--- src/rtl/apb4_timer_arb.sv ---
// apb4_timer_arb: round-robin arbiter serialising NREQ command channels onto one APB4 master port
module apb4_timer_arb #(
  parameter int NREQ       = 4,
  parameter int ADDR_WIDTH = 32,
  parameter int DATA_WIDTH = 32,
  parameter int TIMEOUT    = 256
) (
  input  logic                           clk_i,
  input  logic                           rst_i,
  input  logic [NREQ-1:0]                req_valid_i,
  output logic [NREQ-1:0]                req_ready_o,
  input  logic [NREQ-1:0]                req_write_i,
  input  logic [NREQ*ADDR_WIDTH-1:0]     req_addr_i,
  input  logic [NREQ*DATA_WIDTH-1:0]     req_wdata_i,
  input  logic [NREQ*DATA_WIDTH/8-1:0]   req_strb_i,
  output logic [NREQ-1:0]                resp_valid_o,
  output logic [DATA_WIDTH-1:0]          resp_rdata_o,
  output logic                           resp_err_o,
  output logic [ADDR_WIDTH-1:0]          paddr_o,
  output logic                           pwrite_o,
  output logic [DATA_WIDTH-1:0]          pwdata_o,
  output logic [DATA_WIDTH/8-1:0]        pstrb_o,
  output logic [2:0]                     pprot_o,
  output logic                           psel_o,
  output logic                           penable_o,
  input  logic                           pready_i,
  input  logic [DATA_WIDTH-1:0]          prdata_i,
  input  logic                           pslverr_i
);
  localparam int SW = DATA_WIDTH / 8;
  localparam int IW = NREQ > 1 ? $clog2(NREQ) : 1;
  localparam int CW = TIMEOUT > 0 ? $clog2(TIMEOUT + 1) : 1;
  typedef enum logic [1:0] {IDLE, SETUP, ACCESS} state_t;
  state_t state_q, state_d;
  logic [IW-1:0] last_q, last_d, gnt_idx, cand;
  logic [CW-1:0] cnt_q, cnt_d;
  logic [ADDR_WIDTH-1:0] paddr_q, paddr_d;
  logic [DATA_WIDTH-1:0] pwdata_q, pwdata_d, resp_rdata_q, resp_rdata_d;
  logic [SW-1:0] pstrb_q, pstrb_d;
  logic pwrite_q, pwrite_d, psel_q, psel_d, penable_q, penable_d, resp_err_q, resp_err_d, tmo;
  logic [NREQ-1:0] req_ready_q, req_ready_d, resp_valid_q, resp_valid_d;
  assign tmo = (TIMEOUT != 0) && (cnt_q == CW'(TIMEOUT));
  always_comb begin
    gnt_idx = last_q;
    cand = last_q;
    // Scan from farthest to nearest so the first requester after last_q wins
    for (int k = NREQ; k >= 1; k--) begin
      cand = IW'((int'(last_q) + k) % NREQ);
      if (req_valid_i[cand]) gnt_idx = cand;
    end
  end
  always_comb begin
    state_d = state_q;
    last_d = last_q;
    cnt_d = cnt_q;
    paddr_d = paddr_q;
    pwdata_d = pwdata_q;
    pstrb_d = pstrb_q;
    pwrite_d = pwrite_q;
    psel_d = psel_q;
    penable_d = penable_q;
    req_ready_d = '0;
    resp_valid_d = '0;
    resp_rdata_d = resp_rdata_q;
    resp_err_d = resp_err_q;
    unique case (state_q)
      IDLE: if (|req_valid_i) begin
        state_d = SETUP;
        last_d = gnt_idx;
        req_ready_d = NREQ'(1) << gnt_idx;
        pwrite_d = req_write_i[gnt_idx];
        paddr_d = req_addr_i[int'(gnt_idx)*ADDR_WIDTH +: ADDR_WIDTH];
        pwdata_d = req_wdata_i[int'(gnt_idx)*DATA_WIDTH +: DATA_WIDTH];
        pstrb_d = req_strb_i[int'(gnt_idx)*SW +: SW];
        psel_d = 1'b1;
      end
      SETUP: begin
        state_d = ACCESS;
        penable_d = 1'b1;
        cnt_d = '0;
      end
      ACCESS: if (tmo || pready_i) begin
        state_d = IDLE;
        psel_d = 1'b0;
        penable_d = 1'b0;
        resp_valid_d = NREQ'(1) << last_q;
        resp_err_d = tmo ? 1'b1 : pslverr_i;
        resp_rdata_d = (!tmo && !pwrite_q) ? prdata_i : '0;
      end else begin
        cnt_d = cnt_q + 1'b1;
      end
      default: state_d = IDLE;
    endcase
  end
  always_ff @(posedge clk_i) begin
    if (rst_i) begin
      state_q <= IDLE;
      last_q <= IW'(NREQ - 1);
      cnt_q <= '0;
      paddr_q <= '0;
      pwdata_q <= '0;
      pstrb_q <= '0;
      pwrite_q <= 1'b0;
      psel_q <= 1'b0;
      penable_q <= 1'b0;
      req_ready_q <= '0;
      resp_valid_q <= '0;
      resp_rdata_q <= '0;
      resp_err_q <= 1'b0;
    end else begin
      state_q <= state_d;
      last_q <= last_d;
      cnt_q <= cnt_d;
      paddr_q <= paddr_d;
      pwdata_q <= pwdata_d;
      pstrb_q <= pstrb_d;
      pwrite_q <= pwrite_d;
      psel_q <= psel_d;
      penable_q <= penable_d;
      req_ready_q <= req_ready_d;
      resp_valid_q <= resp_valid_d;
      resp_rdata_q <= resp_rdata_d;
      resp_err_q <= resp_err_d;
    end
  end
  assign req_ready_o = req_ready_q;
  assign resp_valid_o = resp_valid_q;
  assign resp_rdata_o = resp_rdata_q;
  assign resp_err_o = resp_err_q;
  assign paddr_o = paddr_q;
  assign pwrite_o = pwrite_q;
  assign pwdata_o = pwdata_q;
  assign pstrb_o = pstrb_q;
  assign pprot_o = 3'b000;
  assign psel_o = psel_q;
  assign penable_o = penable_q;
endmodule

--- config.mk ---
export PLATFORM = sky130hd
export DESIGN_NAME = apb4_timer_arb
export DESIGN_NICKNAME = d
export VERILOG_FILES = /design/src/rtl/apb4_timer_arb.sv
export SDC_FILE = /design/constraint.sdc
export NUM_CORES = 1
export LEC_CHECK = 0
export CAP_MARGIN = 20
export CORE_AREA = 4 4 164 166
export DETAILED_ROUTE_END_ITERATION = 8
export DIE_AREA = 0 0 168 170
export PLACE_DENSITY = 0.62
export SETUP_SLACK_MARGIN = 0.5
export SLEW_MARGIN = 15
export SYNTH_ARGS = -nofsm -noshare
export SYNTH_HDL_FRONTEND = slang
export SYNTH_SLANG_ARGS = --single-unit
--- constraint.sdc ---
create_clock -name clk_i -period 2.9 [get_ports clk_i]
set_clock_uncertainty 0.05 [all_clocks]
set_input_delay 0.58 -clock clk_i [delete_from_list [all_inputs] [get_ports clk_i]]
set_output_delay 0.58 -clock clk_i [all_outputs]
set_load 0.02 [all_outputs]
==> run_results.csv <==
group,metric,value,unit
floorplanning,die-area,0.0286,mm^2
detailed_routing,drt_pre_antenna_iters,5,
clocking,cts_tree,"built",
clocking,cts_inserted_buffers,17,
detailed_routing,ant_nets,0,
global_routing,antenna_found_initial,2,
floorplanning,die_w,168,um
synth,async_flop_share,0,
global_routing,grt_first_pass_wirelength,44900,um
timing,min_period,2360,ps
synth,ys.flop_type,"dfxtp_1",
synth,ys_warn_count,0,
synth,ys_ff_latch,125,
layout,fill_cells,2451,
clocking,clock_sinks,125,
timing,finalSetupViolCount,0,
synth,syn_inst,691,
timing,maxClockFrequency,424,MHz
pwr,p_per_area,567,mW/mm^2
global_routing,grt.total_usage,0.200,
min_path,hp-class,"register to register",
synth,netlist_area,0.00654,mm^2
layout,fin_nets,1414,
floorplanning,ios,431,
synth,synth_seq_area_share,0.383,
synth,yosysTopAreaCell,"dfxtp_1",
detailed_routing,drc_errors,0,
critical_path,arrival,2610,ps
layout,fin_area,0.0120,mm^2
timing,rsz0062_at_grt,"true",
floorplanning,rows,59,
critical_path,startpoint_type,"input pin",
global_routing,grt_max_degree,53,
clocking,clock_latency,410,ps
critical_path,critPathRequiredTime,3150,ps
detailed_routing,first_iter_violations,407,
layout,areaGrowthSynthToFinish,84.1,%
timing,min_period_over_period,0.812,
layout,layout-drive-gt1-share,0.0866,
detailed_routing,vias,7650,
synth,synth_top_area_share,0.383,
timing,hold_viol_final,0,
synth,syn_area_per_cell,9.46,um^2
clocking,cts_root_buffer,"clkbuf_16",
critical_path,critPathKind,"input pin to register",
floorplanning,start_util,0.255,
detailed_routing,wl_per_cell,21.5,um
detailed_routing,drt-vias-per-instance,5.29,
job,cap_violations,0,
critical_path,critPathCaptureType,"register",
pwr,ir_drop,0.399,mV
global_routing,grt_overflow_total,0,
pwr,leakage,4.56,nW
clocking,clkTransAtPathRegs,60,ps
place,routabilityCongestion,0.828,
clocking,hold_buffers,0,
critical_path,crit_path_max_fanout,5,
synth,synth_cell_types,51,
clocking,cts_buffer_depth,2,
timing,holdWs,402,ps
place,hpwlAfterDp,22300,um
synth,synth.area.top_cells,"dfxtp_1 38%, mux2_1 8.6%, a221o_1 8.0%",
layout,finalCoreUtilization,0.470,
pwr,p_total,6.83,mW
timing,worst_slew_pin_slew,674,ps
detailed_routing,drt_wl_total,31100,um
timing,tns,0,ps
place,placed_area,0.0114,mm^2
timing,drv_slew,0,
clocking,htreeDepth,4,
timing,slew-limit-headroom,0.550,
floorplanning,core,0.0256,mm^2
synth,synth_edf_count,0,
place,port_buffers,427,
floorplanning,die_h,170,um
global_routing,grt_pass1_vias,7683,
run_status,outcome,"finished clean",
-- routing by layer --
layer  global-route usage  vias to the layer above  wire length, um
met3               0.0641                       39             2500
met5                    0                        -                0
met1                0.221                     3689            12000
met2                0.364                      332            15800
met4               0.0656                        0              810
li1                     -                     3590                -
-- worst max-delay path, stage by stage --
cell,delay [ps]
clkdlybuf4s50_1,440
nor2b_4,150
o21a_2,220
nor3_4,240
buf_6,190
buf_4,160
mux2_1,320
a221o_1,300
-- layout by cell type (no fill, tap or decap), types with 6 or more instances in the layout --
cell | Yosys | routed
a32oi_1 | 17 | 17
a21oi_1 | 63 | 62
nand2b_1 | 7 | 6
buf_4 | 3 | 24
clkdlybuf4s50_1 | 0 | 424
buf_12 | 0 | 12
clkbuf_16 | 0 | 18
o221ai_1 | 17 | 17
nand2_1 | 8 | 7
and3_1 | 19 | 19
mux2i_1 | 17 | 17
o31ai_1 | 53 | 53
nor2_1 | 17 | 16
a221o_1 | 52 | 52
nand4_1 | 54 | 54
mux2_1 | 50 | 50
a22o_1 | 32 | 32
dfxtp_1 | 125 | 125
nand3_1 | 23 | 23
-- per-stage QoR --
step,std cells,setup WS [ps]
6_report,1445,544
5_1_grt,1445,493
4_1_cts,1441,497
3_5_place_dp,1410,56.1
3_3_place_gp,1410,80.5
2_1_floorplan,693,542
-- flip-flops by register name, indices dropped and copies added (netlist names) --
signal        count
resp_rdata_o     32
pwrite_o          1
resp_valid_o      4
cnt_q             9
penable_o         1
last_q            2
psel_o            1
pstrb_o           4
resp_err_o        1
paddr_o          32
req_ready_o       4
pwdata_o         32
state_q           2
-- synthesized netlist by cell type (2+ instances only) --
| master | n |
|---|---|
| nor3_1 | 4 |
| inv_1 | 2 |
| nor2_1 | 17 |
| mux2i_1 | 17 |
| nor3b_1 | 2 |
| o221ai_1 | 17 |
| buf_6 | 2 |
| ha_1 | 2 |
| or4_1 | 2 |
| clkbuf_1 | 54 |
| o21ai_0 | 2 |
| or2_2 | 5 |
| o31ai_1 | 53 |
| o21bai_1 | 2 |
| a32oi_1 | 17 |
| mux2_1 | 50 |
| buf_2 | 22 |
| nand2_1 | 8 |
| nand4_1 | 54 |
| a221o_1 | 52 |
| buf_1 | 2 |
| nor2b_1 | 4 |
| and2_1 | 2 |
| a211o_1 | 2 |
| nand3_1 | 23 |
| nor4b_1 | 3 |
| mux2_2 | 2 |
| buf_4 | 3 |
| a22o_1 | 32 |
| and3_1 | 19 |
| nand2b_1 | 7 |
| dfxtp_1 | 125 |
| a21oi_1 | 63 |
| a21o_1 | 3 |
-- path summary, 6_finish.rpt --
kind	cells past startpoint	slack [ps]	startpoint	endpoint
worst max-delay path	8	540	req_valid_i[1]	paddr_o[7]$_SDFFE_PP0N_
worst min register to register	2	400	resp_err_o$_SDFFE_PP0P_	resp_err_o$_SDFFE_PP0P_
worst max register to register	7	610	last_q[0]$_SDFFE_PP1N_	paddr_o[7]$_SDFFE_PP0N_
worst min-delay path	2	400	resp_err_o$_SDFFE_PP0P_	resp_err_o$_SDFFE_PP0P_
-- cell type report --
type	instances	area, um^2	area share
antenna	2	5.00	0.000416
clock buffer	19	443	0.0368
multi-input combinational	482	3730	0.310
timing repair buffer	467	4760	0.396
sequential	125	2500	0.208
clock inverter	12	161	0.0134
tap	335	419	0.0348
inverter	3	11.3	0.000936
-- where the power goes --
part / internal, mW / switching (mW)
clock network: 1.38 / 0.837
logic: 1.31 / 1.20
registers: 1.95 / 0.154
-- repair_timing --
item / in CTS / in global routing
gates cloned: 0 / 1
pin swaps: 0 / 1
gates resized for setup: 0 / 12
setup buffers: 0 / 1
setup endpoints to repair: 2 / 101
-- kinds of logic (layout without fill, tap and decap cells) --
family | after synthesis | count (layout) | synth area share
mux | 69 | 69 | 0.116
buf+inv | 86 | 501 | 0.0576
xor+xnor | 1 | 1 | 0.00134
fa+ha+maj | 2 | 2 | 0.00383
flops | 125 | 125 | 0.383
other cells | 1 | 5 | 0.000574
compound gates | 251 | 251 | 0.299
simple gates | 156 | 156 | 0.139
No activity file was read; power rests on OpenSTA's default activity.
==> RTL edit, RTL diff (same settings) <==
Register the output `resp_err_o` once more, cleared by the reset; this adds one clock of latency there. The other outputs are not delayed to match.
--- a/src/rtl/apb4_timer_arb.sv
+++ b/src/rtl/apb4_timer_arb.sv
@@ -126,7 +126,13 @@
   assign req_ready_o = req_ready_q;
   assign resp_valid_o = resp_valid_q;
   assign resp_rdata_o = resp_rdata_q;
-  assign resp_err_o = resp_err_q;
+  always_ff @(posedge clk_i) begin
+    if (rst_i) begin
+      resp_err_o <= '0;
+    end else begin
+      resp_err_o <= resp_err_q;
+    end
+  end
   assign paddr_o = paddr_q;
   assign pwrite_o = pwrite_q;
   assign pwdata_o = pwdata_q;
Formal check against the unedited RTL: not equivalent (Yosys sat finds a counterexample within 4 cycles, from zero or initial values and one cycle with rst_i high).
==> RTL edit against the unedited design <==
Synthesized cell count is 9.8% higher; largest power group unchanged; area after synthesis is 5.5% higher; critical path depth is 1 lower; sequential cell count is 1 higher; highest routed layer is now met5; worst setup slack worse by 0.0095 ns; routed wire length is 3.0% higher; power is 1.3% lower; cell count is 3.6% higher; cell area is 1.2% higher; non-clock buffer count is 7 lower.
==> RTL edit: results (changes against the unedited design) <==
metric;value;unit;change
Post-Synth Adder-Cell Area;0.00363;;-0.000201
minimum clock period;2.37;ns;+0.00947 ns
grt met2 use;0.349;;-0.0152
Reg2Reg Setup Slack;0.70;ns;+0.09 ns
dpl cell area;11500;µm²;+1.4%
most common library cells after synthesis;126 x dfxtp_1, 74 x nand2_1, 71 x a21o_1, 71 x nand4_1, 70 x o31ai_1;;
pre-CTS setup slack;0.0955;ns;+0.0394 ns
sequential share of the synthesized area;0.366;;-0.0172
global-route wire length before repair;46.1;mm;+2.6%
vias in the first global route;7501;;-2.4%
xor and xnor area share after synthesis;0.00381;;+0.00247
outcome;finished, final reports clean;;
worst hold path depth;1;;-1
gpl congestion;0.816;;-1.4%
Fill cells;2480;;+1.2%
CP Max Fanout;19;;+14
peak supply drop;0.307;mV;-23%
number of warnings issued by yosys;0;;unchanged
Mean Syn Cell Area;9.09;µm²;-3.9%
M3 GR Usage;0.0660;;+0.00186
crit-path max cell delay;0.60;ns;+0.16 ns
Worst path slowest cell;or4_4;;
fin util;0.476;;+0.00581
DP HPWL;22.8;mm;+2.3%
diode count;0;;-2
Rel. slew slack;0.503;;-0.0477
Layout Cells excl Fill;1497;;+3.6%
Synth Area in Compound Gates;0.295;;-0.00351
M1 GR Usage;0.251;;+0.0298
largest net degree at the start of global routing;70;;+32%
WL/cell;21.4;µm;-0.58%
Crit path max-delay family;simple AND/OR/NAND/NOR gates;;
mux contribution to synthesized area;0.102;;-0.0139
Hold WS;0.407;ns;+0.00508 ns
Pleak;4.67;nW;+2.4%
reg2reg path depth;8;;+1
==> RTL edit: path summary, 6_finish.rpt <==
check                               startpoint               end
worst max-delay path            req_valid_i[3]       pwdata_o[6]
worst min-delay path                    psel_o            psel_o
worst max register to register        cnt_q[0]  resp_rdata_o[18]
worst min register to register          psel_o            psel_o
==> RTL edit: final cells by class <==
class	count	share of cell area
inverter	3	0.000924
clock inverter	15	0.0125
sequential	126	0.207
timing repair buffer	460	0.392
multi-input combinational	541	0.318
tap	335	0.0344
clock buffer	17	0.0349
==> RTL edit: layer usage <==
layer  vias to the layer above  wire length, µm
met4                         4              682
met5                         -               15
met3                        45             2890
met2                       362            15600
met1                      3707            12800
li1                       3690                -
==> RTL edit: report_power, final <==
part           switching (mW)  internal [mW]  leakage, nW
logic                    1.22           1.29         3.35
clock network           0.921           1.21        0.280
registers               0.140           1.96         1.03
total                    2.28           4.45         4.67
==> RTL edit: repair_timing <==
action                                  CTS  global route
endpoints found under the setup margin    0             9
setup buffers                             0             3
hold buffers                              0             0
